File: config.mk
export PLATFORM = sky130hd
export DESIGN_NAME = vram_write_scheduler
export DESIGN_NICKNAME = d
export VERILOG_FILES = /design/src/rtl/vram_write_scheduler.sv
export SDC_FILE = /design/constraint.sdc
export NUM_CORES = 1
export LEC_CHECK = 0
export CAP_MARGIN = 20
export CORE_MARGIN = 2
export CORE_UTILIZATION = 50
export DETAILED_ROUTE_END_ITERATION = 7
export HOLD_SLACK_MARGIN = 0.12
export PLACE_DENSITY_LB_ADDON = 0.25
export SYNTH_ARGS = -nofsm -noshare
export SYNTH_HDL_FRONTEND = slang
export SYNTH_SLANG_ARGS = --single-unit
File: constraint.sdc
create_clock -name clk -period 4.5 [get_ports clk]
set_clock_uncertainty 0.15 [all_clocks]
set_input_delay 0.45 -clock clk [delete_from_list [all_inputs] [get_ports clk]]
set_output_delay 0.45 -clock clk [all_outputs]
set_load 0.05 [all_outputs]
File: src/rtl/vram_write_scheduler.sv
// Text-console VRAM write sequencer: byte FIFO, control-code decode, cursor, full-screen clear.
// Optional VRAM_CLEAR_ON_RESET_EN: leave reset straight into a full clear.
module vram_write_scheduler #(
  parameter int SIZE       = 16,
  parameter int FIFO_DEPTH = 4
) (
  input  logic        clk,
  input  logic        resetn,
  input  logic        rcv,
  input  logic [7:0]  data_i,
  output logic [6:0]  cursor_x,
  output logic [6:0]  cursor_y,
  output logic        write,
  output logic [12:0] addr_vram,
  output logic [7:0]  character,
  output logic        busy,
  output logic        overflow
);

  localparam int COLS  = 640 / SIZE;
  localparam int ROWS  = 480 / SIZE;
  localparam int PW    = $clog2(FIFO_DEPTH);
  localparam int CW    = PW + 1;
  localparam logic [6:0]  X_MAX    = 7'(COLS - 1);
  localparam logic [6:0]  Y_MAX    = 7'(ROWS - 1);
  localparam logic [12:0] COLS_A   = 13'(COLS);
  localparam logic [12:0] CLR_DONE = 13'(COLS * ROWS);

  typedef enum logic [1:0] {IDLE, DECODE, CLEAR} state_t;

  state_t          state_q, state_d;
  logic [7:0]      mem_q [FIFO_DEPTH];
  logic [PW-1:0]   wr_ptr_q, wr_ptr_d, rd_ptr_q, rd_ptr_d;
  logic [CW-1:0]   count_q, count_d;
  logic [7:0]      cmd_q, cmd_d;
  logic [6:0]      x_q, x_d, y_q, y_d;
  logic            write_q, write_d;
  logic [12:0]     addr_q, addr_d;
  logic [7:0]      char_q, char_d;
  logic            busy_q, busy_d;
  logic            ovf_q, ovf_d;
  logic [12:0]     clr_q, clr_d;
  logic            push, pop;

  function automatic logic [12:0] lin(input logic [6:0] col, input logic [6:0] row);
    return 13'(row) * COLS_A + 13'(col);
  endfunction

  always_comb begin
    state_d  = state_q;
    wr_ptr_d = wr_ptr_q;
    rd_ptr_d = rd_ptr_q;
    count_d  = count_q;
    cmd_d    = cmd_q;
    x_d      = x_q;
    y_d      = y_q;
    write_d  = 1'b0;
    addr_d   = addr_q;
    char_d   = char_q;
    busy_d   = busy_q;
    clr_d    = clr_q;
    pop      = 1'b0;
    // Fullness is judged before any pop this cycle, so a simultaneous pop never frees a slot.
    push     = rcv && (count_q != CW'(FIFO_DEPTH));
    ovf_d    = rcv && !push;

    unique case (state_q)
      IDLE: begin
        if (count_q != '0) begin
          pop     = 1'b1;
          cmd_d   = mem_q[rd_ptr_q];
          state_d = DECODE;
        end
      end
      DECODE: begin
        state_d = IDLE;
        if (cmd_q >= 8'h20 && cmd_q <= 8'h7E) begin
          write_d = 1'b1;
          addr_d  = lin(x_q, y_q);
          char_d  = cmd_q;
          if (x_q == X_MAX) begin
            x_d = '0;
            y_d = (y_q == Y_MAX) ? '0 : y_q + 7'd1;
          end else begin
            x_d = x_q + 7'd1;
          end
        end else begin
          unique case (cmd_q)
            8'h0A, 8'h0D: begin
              x_d = '0;
              y_d = (y_q == Y_MAX) ? '0 : y_q + 7'd1;
            end
            8'h08, 8'h7F: begin
              if (x_q != '0) begin
                x_d     = x_q - 7'd1;
                write_d = 1'b1;
                addr_d  = lin(x_q - 7'd1, y_q);
                char_d  = '0;
              end else if (y_q != '0) begin
                x_d     = X_MAX;
                y_d     = y_q - 7'd1;
                write_d = 1'b1;
                addr_d  = lin(X_MAX, y_q - 7'd1);
                char_d  = '0;
              end
            end
            8'h0C: begin
              state_d = CLEAR;
              busy_d  = 1'b1;
              clr_d   = '0;
            end
            8'h1C: if (x_q != '0)    x_d = x_q - 7'd1;
            8'h1D: if (x_q != X_MAX) x_d = x_q + 7'd1;
            8'h1E: if (y_q != '0)    y_d = y_q - 7'd1;
            8'h1F: if (y_q != Y_MAX) y_d = y_q + 7'd1;
            default: ;
          endcase
        end
      end
      CLEAR: begin
        if (clr_q == CLR_DONE) begin
          busy_d  = 1'b0;
          x_d     = '0;
          y_d     = '0;
          state_d = IDLE;
        end else begin
          write_d = 1'b1;
          addr_d  = clr_q;
          char_d  = '0;
          clr_d   = clr_q + 13'd1;
        end
      end
      default: state_d = IDLE;
    endcase

    if (push) wr_ptr_d = wr_ptr_q + PW'(1);
    if (pop)  rd_ptr_d = rd_ptr_q + PW'(1);
    unique case ({push, pop})
      2'b10:   count_d = count_q + CW'(1);
      2'b01:   count_d = count_q - CW'(1);
      default: ;
    endcase
  end

  always_ff @(posedge clk) begin
    if (!resetn) begin
`ifdef VRAM_CLEAR_ON_RESET_EN
      state_q <= CLEAR;
      busy_q  <= 1'b1;
`else
      state_q <= IDLE;
      busy_q  <= 1'b0;
`endif
      wr_ptr_q <= '0;
      rd_ptr_q <= '0;
      count_q  <= '0;
      cmd_q    <= '0;
      x_q      <= '0;
      y_q      <= '0;
      write_q  <= 1'b0;
      addr_q   <= '0;
      char_q   <= '0;
      ovf_q    <= 1'b0;
      clr_q    <= '0;
    end else begin
      state_q  <= state_d;
      busy_q   <= busy_d;
      wr_ptr_q <= wr_ptr_d;
      rd_ptr_q <= rd_ptr_d;
      count_q  <= count_d;
      cmd_q    <= cmd_d;
      x_q      <= x_d;
      y_q      <= y_d;
      write_q  <= write_d;
      addr_q   <= addr_d;
      char_q   <= char_d;
      ovf_q    <= ovf_d;
      clr_q    <= clr_d;
      if (push) mem_q[wr_ptr_q] <= data_i;
    end
  end

  assign cursor_x  = x_q;
  assign cursor_y  = y_q;
  assign write     = write_q;
  assign addr_vram = addr_q;
  assign character = char_q;
  assign busy      = busy_q;
  assign overflow  = ovf_q;

endmodule

==> results.sh <==
export IMPL_hold_buffers=0
export IMPL_internal_power_mw=2.71
export IMPL_place_ws_ns=0.600
export IMPL_n_antenna_cell=0
export IMPL_place_congestion=0.909
export IMPL_cap_violations=0
export IMPL_timing_slew_headroom_pct=37.8
export IMPL_numPortBuffers=48
export IMPL_met1_usage_pct=32.7
export IMPL_viasPerCell=6.06
export IMPL_track_usage_pct=24.6
export IMPL_final_antenna_net_count=0
export IMPL_use_met2_pct=39.1
export IMPL_timing_hold_ws_ns=0.320
export IMPL_synth_yosys_seq_area_share_pct=34.5
export IMPL_finalPower_mw=5.16
export IMPL_synth_top_flop_cell="dfxtp_1"
export IMPL_syn_area_sq_mm=0.00674
export IMPL_critPathSlowestCell="or4b_2"
export IMPL_io_pins=49
export IMPL_yosysMostFrequentCell="nand2_1"
export IMPL_p_sw_mw=2.44
export IMPL_setup_viol=0
export IMPL_combinationalPowerShare_pct=59.0
export IMPL_detailed_place_hpwl_microns=12500
export IMPL_fin_ws_ns=0.576
export IMPL_path_buf_inv=2
export IMPL_synth_edf_count=32
export IMPL_peakVddDrop_v=0.000311
export IMPL_drv_slew=0
export IMPL_postCtsSetupRepairBufs=0
export IMPL_clock_latency_ns=0.36
export IMPL_cp_num_cells=13
export IMPL_dr_total_vias=5801
export IMPL_worstMarginPinSlew_ns=0.924
export IMPL_first_iter_violations=435
export IMPL_fin_crit_sh_pct=87.2
export IMPL_drive_gt1_share_pct=6.91
export IMPL_wl_microns=17200
export IMPL_grt_max_degree=46
export IMPL_synth_distinct_cells=81
export IMPL_grt_overflow_total=0
export IMPL_status="completed"
export IMPL_grt_pass1_vias=5652
export IMPL_finalHoldViolations=0
export IMPL_startpoint="cursor_y[0]"
export IMPL_cp_top_family="simple AND/OR/NAND/NOR gates"
export IMPL_swShare_pct=47.4
export IMPL_fin_nets=836
export IMPL_power_density_mw_per_mm2=676
export IMPL_setup_tns_final_ns=0
export IMPL_max_freq_mhz=255
export IMPL_clock_sinks=100
export IMPL_numCtsBuffers=9
export IMPL_cts_root_buf="clkbuf_16"
export IMPL_cp_required_ns=4.63
export IMPL_clkTransAtPathRegs_ns=0.08
export IMPL_start_util_pct=51.1
export IMPL_cts_buffer_depth=2
export IMPL_r2r_start="cursor_y[0]"
export IMPL_design_area_sq_mm=0.00763
export IMPL_synth_nets=811
export IMPL_postSynthCellCount=752
export IMPL_crit_path_max_fanout=13
export IMPL_yosys_area_top_type="dfxtp_1"
export IMPL_rsz0062_at_grt="false"
export IMPL_critPathCapture="addr_vram[12]"
export IMPL_grt_pass1_wl_microns=28100
export IMPL_synth_area_leaders="dfxtp_1 (20%), edfxtp_1 (14%), ha_1 (8.0%)"
export IMPL_p_leak_nw=2.84
export IMPL_die_y_microns=120
export IMPL_dr_pass1_iters=7
export IMPL_grt_busiest_layer="met2"
export IMPL_r2r_end="addr_vram[12]"
export IMPL_seq_power_share_pct=24.7
export IMPL_timing_reg2reg_setup_slack_ns=0.58
export IMPL_cts_tree="yes"
export IMPL_holdCritPathClass="reg2reg"
export IMPL_yosys_warnings=0
export IMPL_n_fill_cell=1173
export IMPL_place_inst=942
export IMPL_end_kind="flip-flop"
export IMPL_arrival_ns=4.05
export IMPL_post_route_util_pct=57.8
export IMPL_synthArstFlopShare_pct=0
export IMPL_path_class="reg2reg"
export IMPL_htreeDepth=3
export IMPL_drc_errors=0
export IMPL_start_kind="flip-flop"
export IMPL_r2r_cells=13
export IMPL_rows=42
export IMPL_ys_seq_elements=100
export IMPL_cts_resized=0
export IMPL_postPlaceCellArea_sq_mm=0.00731
export IMPL_die_x_microns=120
export IMPL_core_area_sq_mm=0.0132
export IMPL_p_clk_share_pct=16.2
export IMPL_wl_per_cell_microns=18.0
export IMPL_synth_top_area_share_pct=20.2
export IMPL_stdcell_count=958
export IMPL_period_minus_slack_ns=3.92
export IMPL_cp_cell_sequence="inv_1, ha_1, nand2b_1, o21ai_0, xnor2_1, inv_1, ha_1, a211oi_1, nor2_1, or4b_2, nor4_1, a2111oi_0, nor3_1"
export IMPL_globalRouteMet3Util_pct=4.61
export IMPL_syn_avg_cell_area_sq_um=8.96
export IMPL_yosys_top_cells_count="nand2_1 (76), dfxtp_1 (68), nor2_1 (46)"
export IMPL_synthToLayoutAreaGrowth_pct=13.2
export IMPL_cp_slowest_stage_delay_ns=0.72
export IMPL_die_area_sq_mm=0.0144
export IMPL_antenna_found_initial=0
[worst min-delay path by stage]
stage / startpoint / to / slack [ns] / cells past startpoint
after global placement: addr_vram[6] / addr_vram[6] / 0.31 / 2
after CTS: addr_vram[5] / addr_vram[5] / 0.33 / 2
final: addr_vram[5] / addr_vram[5] / 0.32 / 2
after floorplan: clr_q[11] / clr_q[11] / 0.32 / 2
after global routing: addr_vram[6] / addr_vram[6] / 0.35 / 2
after detailed placement: addr_vram[5] / addr_vram[5] / 0.31 / 2
[area by class of cell]
cell class	count	area [sq um]	area share (%)
Tap cell	176	220	2.89
Clock inverter	7	95.1	1.25
Timing Repair Buffer	54	520	6.82
Multi-Input combinational cell	568	4080	53.5
Sequential cell	100	2320	30.4
Inverter	44	165	2.17
Clock buffer	9	225	2.95
[registers in the layout, summed over array words and instances, names as in the netlist]
register	count
mem_q	32
addr_vram	13
clr_q	13
character	8
cmd_q	8
cursor_x	7
cursor_y	7
count_q	3
rd_ptr_q	2
state_q	2
wr_ptr_q	2
busy	1
overflow	1
write	1
[cell usage in the layout (no fill, tap or decap), types with 11 or more instances in the layout]
cell type and instances:
nand2_1 76, edfxtp_1 32, xor2_1 15, inv_1 43, dfxtp_1 68, nor2b_1 19
and2_1 13, nor2_1 46, o21ai_0 38, ha_1 43, clkdlybuf4s50_1 47, nor3_1 11
o22ai_1 11, nand3_1 21, a21oi_1 35, xnor2_1 29, and3_1 21, a21boi_0 14
[cell families after synthesis]
logic type | after synthesis | share of synthesized area, %
mux | 13 | 3.42
buf+inv | 84 | 5.01
fa+ha+maj | 48 | 9.47
simple gates | 273 | 22.2
compound gates | 190 | 19.7
flops | 100 | 34.5
xor+xnor | 44 | 5.72
[per-layer routing]
layer	up-vias	part of all wire (%)	wire [microns]
li1	2788	-	-
met5	-	0	0
met2	203	47	8150
met4	0	2.9	499
met3	37	5.5	948
met1	2773	44	7630
[worst reg2reg max path, stage by stage, from the launching register on]
cell and delay [ns]:
dfxtp_1 0.60, inv_1 0.20, ha_1 0.29, nand2b_1 0.18, o21ai_0 0.13, xnor2_1 0.28
inv_1 0.08, ha_1 0.31, a211oi_1 0.30, nor2_1 0.10, or4b_2 0.72, nor4_1 0.20
a2111oi_0 0.10, nor3_1 0.20
[power groups by stage]
stage	combinational, mW	sequential, mW	clock, mW
after detailed placement	2.98	1.29	0
after global routing	3.30	1.30	0.890
final	3.04	1.27	0.837
after floorplan	2.07	1.43	0
after CTS	3.00	1.27	0.858
after global placement	2.93	1.28	0
Note: power is estimated with default switching activity, not from simulation.
==> RTL edit 1, RTL diff (same flow settings) <==
Take the reset off `x_q` and load it in a clocked block of its own.
--- a/src/rtl/vram_write_scheduler.sv
+++ b/src/rtl/vram_write_scheduler.sv
@@ -155,7 +155,6 @@
       rd_ptr_q <= '0;
       count_q  <= '0;
       cmd_q    <= '0;
-      x_q      <= '0;
       y_q      <= '0;
       write_q  <= 1'b0;
       addr_q   <= '0;
@@ -169,7 +168,6 @@
       rd_ptr_q <= rd_ptr_d;
       count_q  <= count_d;
       cmd_q    <= cmd_d;
-      x_q      <= x_d;
       y_q      <= y_d;
       write_q  <= write_d;
       addr_q   <= addr_d;
@@ -178,6 +176,10 @@
       clr_q    <= clr_d;
       if (push) mem_q[wr_ptr_q] <= data_i;
     end
+  end
+
+  always_ff @(posedge clk) begin
+    x_q <= x_d;
   end
 
   assign cursor_x  = x_q;
Check against the original RTL: differs if resetn is asserted again (counterexample within 4 cycles, from zero or initial values and one cycle with resetn low); with resetn held inactive, the same outputs for 4 cycles.
==> RTL edit 1 against the unedited design <==
  * Wire length decreased by 10%
  * Worst setup slack improved by 0.015 ns
  * Sequential share of layout area rose by 1.2 points
  * Total power decreased by 6.0%
  * Core utilization shrank 0.11 points
  * Sequential cell count stayed put
  * Cell count is 3.4% lower
  * Area after synthesis down 1.4%
  * Critical path type unchanged
  * Design area decreased by 0.98%
==> RTL edit 1: results (changes against the unedited design) <==
| Metric | Value |
|---|---|
| Unique masters post-synth | `86 (was 81)` |
| Final net count | `803 (was 836)` |
| CP max stage cell | `dfxtp_1 (was or4b_2)` |
| Mapped Nets | `774 (was 811)` |
| Final wirelength | `15460 µm (was 17230 µm)` |
| Wire length on met1 | `6996 µm (was 7632 µm)` |
| Gate Count Post-Synth | `715 (was 752)` |
| Top cells by area, synth | `dfxtp_1 18%, edfxtp_1 18%, ha_1 8.1% (was dfxtp_1 20%, edfxtp_1 14%, ha_1 8.0%)` |
| Lkg Pwr | `2.796 nW (was 2.837 nW)` |
| GPL Wtd Cong | `0.8666 (was 0.9090)` |
| Multi-input gate area | `3913 µm² (was 4079 µm²)` |
| First-pass GRT wire length | `25630 µm (was 28070 µm)` |
| Routing usage on met3 | `0.04262 (was 0.04610)` |
| Worst stage delay on the critical path | `0.62 ns (was 0.72 ns)` |
| Initial Util | `0.5078 (was 0.5109)` |
| Via count | `5368 (was 5801)` |
| Post-place setup slack | `0.6770 ns (was 0.6001 ns)` |
| Synth Area in Compound Gates | `0.1926 (was 0.1970)` |
| Post-synthesis mux area share | `0.03935 (was 0.03416)` |
| Worst slew margin | `0.3274 (was 0.3780)` |
| Peak supply drop | `0.4023 mV (was 0.3108 mV)` |
| Metal3 WL | `652 µm (was 948 µm)` |
| Run status | `finished clean (unchanged)` |
| Number of synthesized flops with an enable pin | `39 (was 32)` |
| Hpwl dp | `11210 µm (was 12490 µm)` |
| Fillers | `1116 (was 1173)` |
| GRT met1 Usage | `0.2877 (was 0.3272)` |
| Synth Area in Adders | `0.09603 (was 0.09469)` |
| WP data arrival | `4.04 ns (was 4.05 ns)` |
| Xor-xnor portion of the synthesized cell area | `0.06063 (was 0.05719)` |
| WL met2 | `7444 µm (was 8152 µm)` |
| Hold WS | `0.2884 ns (was 0.3201 ns)` |
| Vias per inst | `5.803 (was 6.055)` |
| DP Area | `7227 µm² (was 7307 µm²)` |
## RTL edit 1: worst paths after layout
path	from	endpoint	slack (ns)	cells after the start
max	cursor_y[0]	addr_vram[12]	0.59	13
min	character[7]	character[7]	0.29	2
max reg2reg	cursor_y[0]	addr_vram[12]	0.59	13
min reg2reg	character[7]	character[7]	0.29	2
## RTL edit 1: worst min-delay path, delay by kind of cell (launching register included)
family / cells / cell delay (ns)
flip-flops: 1 / 0.32
AND/OR/NAND/NOR: 2 / 0.08
## RTL edit 1: area by class of cell
class | count | share of cell area
Clock buffer | 9 | 0.02982
Clock inverter | 7 | 0.01127
Inverter | 43 | 0.02137
Multi-Input combinational cell | 533 | 0.5181
Sequential cell | 100 | 0.3168
Tap cell | 176 | 0.02916
Timing Repair Buffer | 57 | 0.07356
## RTL edit 1: power by group
| group | internal [mW] | total (mW) | switching [mW] |
|---|---|---|---|
| Combinational | 1.09 | 2.72 | 1.63 |
| Sequential | 1.11 | 1.30 | 0.196 |
| Clock | 0.445 | 0.823 | 0.378 |
==> RTL edit 2, RTL diff (same flow settings) <==
Made on the original files. Set the parameter `FIFO_DEPTH` to 8 (it was 4).
--- a/src/rtl/vram_write_scheduler.sv
+++ b/src/rtl/vram_write_scheduler.sv
@@ -2,7 +2,7 @@
 // Optional VRAM_CLEAR_ON_RESET_EN: leave reset straight into a full clear.
 module vram_write_scheduler #(
   parameter int SIZE       = 16,
-  parameter int FIFO_DEPTH = 4
+  parameter int FIFO_DEPTH = 8
 ) (
   input  logic        clk,
   input  logic        resetn,
Function: changed (a bounded check fails within 10 cycles, from zero or initial values and one cycle with resetn low).
==> RTL edit 2 against the unedited design <==
  * Total power is 17% higher
  * Critical path depth grew 1
  * Wire length grew 6.8%
  * Worst setup slack improved by 0.13 ns
  * Synthesized cell count grew 5.3%
  * Sequential cell count up 35
  * Design area grew 17%
  * Worst hold slack got worse by 0.043 ns
  * Global-route usage decreased by 1.3 points
  * Area after synthesis up 15%
==> RTL edit 2: results (changes against the unedited design) <==
| Metric | Value |
|---|---|
| Max FFs per register | `64 (was 32)` |
| GR Util All Layers | `0.2330 (was 0.2464)` |
| Measured slew at the worst slew-check pin | `0.9687 ns (was 0.9244 ns)` |
| GRT met1 Usage | `0.2812 (was 0.3272)` |
| Run status | `finished clean (unchanged)` |
| Xor-xnor portion of the synthesized cell area | `0.05861 (was 0.05719)` |
| Unique masters post-synth | `72 (was 81)` |
| CTS Buf Count | `17 (was 9)` |
| Layout cell share with drive strength beyond 1 | `0.08263 (was 0.06905)` |
| Worst-case reg-to-reg path depth | `14 (was 13)` |
| Min-delay src | `character[7] (was addr_vram[5])` |
| WL met2 | `9162 µm (was 8152 µm)` |
| Dpl cells | `991 (was 942)` |
| Metal3 WL | `907 µm (was 948 µm)` |
| Seq pwr | `1.65 mW (was 1.27 mW)` |
| Drt first pass iters | `4 (was 7)` |
| DP Area | `8392 µm² (was 7307 µm²)` |
| Hold WS | `0.2770 ns (was 0.3201 ns)` |
| Syn Area/Cell | `9.812 µm² (was 8.961 µm²)` |
| Worst stage delay on the critical path | `0.59 ns (was 0.72 ns)` |
| Lkg Pwr | `3.252 nW (was 2.837 nW)` |
| Hpwl dp | `13210 µm (was 12490 µm)` |
| Number of synthesized flops with an enable pin | `64 (was 32)` |
| Via count | `6158 (was 5801)` |
| CP max stage cell | `dfxtp_1 (was or4b_2)` |
| Worst-path clk slew | `0.06 ns (was 0.08 ns)` |
| Wire length on met1 | `7595 µm (was 7632 µm)` |
| Final net count | `880 (was 836)` |
| Clk pwr share | `0.213 (was 0.162)` |
| Synth Area in Adders | `0.08050 (was 0.09469)` |
==> RTL edit 2: changes by cell type in the layout (fill, tap and decap cells not counted), sizes merged, moves of 9 or more <==
| cell | unedited run | this run |
|---|---|---|
| and3 | 21 | 8 |
| xor2 | 15 | 25 |
| a211oi | 6 | 18 |
| nor2 | 46 | 100 |
| edfxtp | 32 | 64 |
| nand2 | 77 | 61 |
| mux4 | 8 | 17 |
| clkbuf | 9 | 19 |
| a21boi | 21 | 0 |
| mux2i | 5 | 20 |
| o21ai | 43 | 27 |
| a31oi | 6 | 15 |
| and2 | 13 | 3 |
==> RTL edit 2: cell type report <==
class	instances	area, µm²	share of cell area
Clock buffer	19	432.9	0.04843
Clock inverter	13	113.9	0.01274
Inverter	35	131.4	0.01470
Multi-Input combinational cell	575	4126	0.4616
Sequential cell	135	3343	0.3740
Tap cell	188	235.2	0.02632
Timing Repair Buffer	58	555.5	0.06215
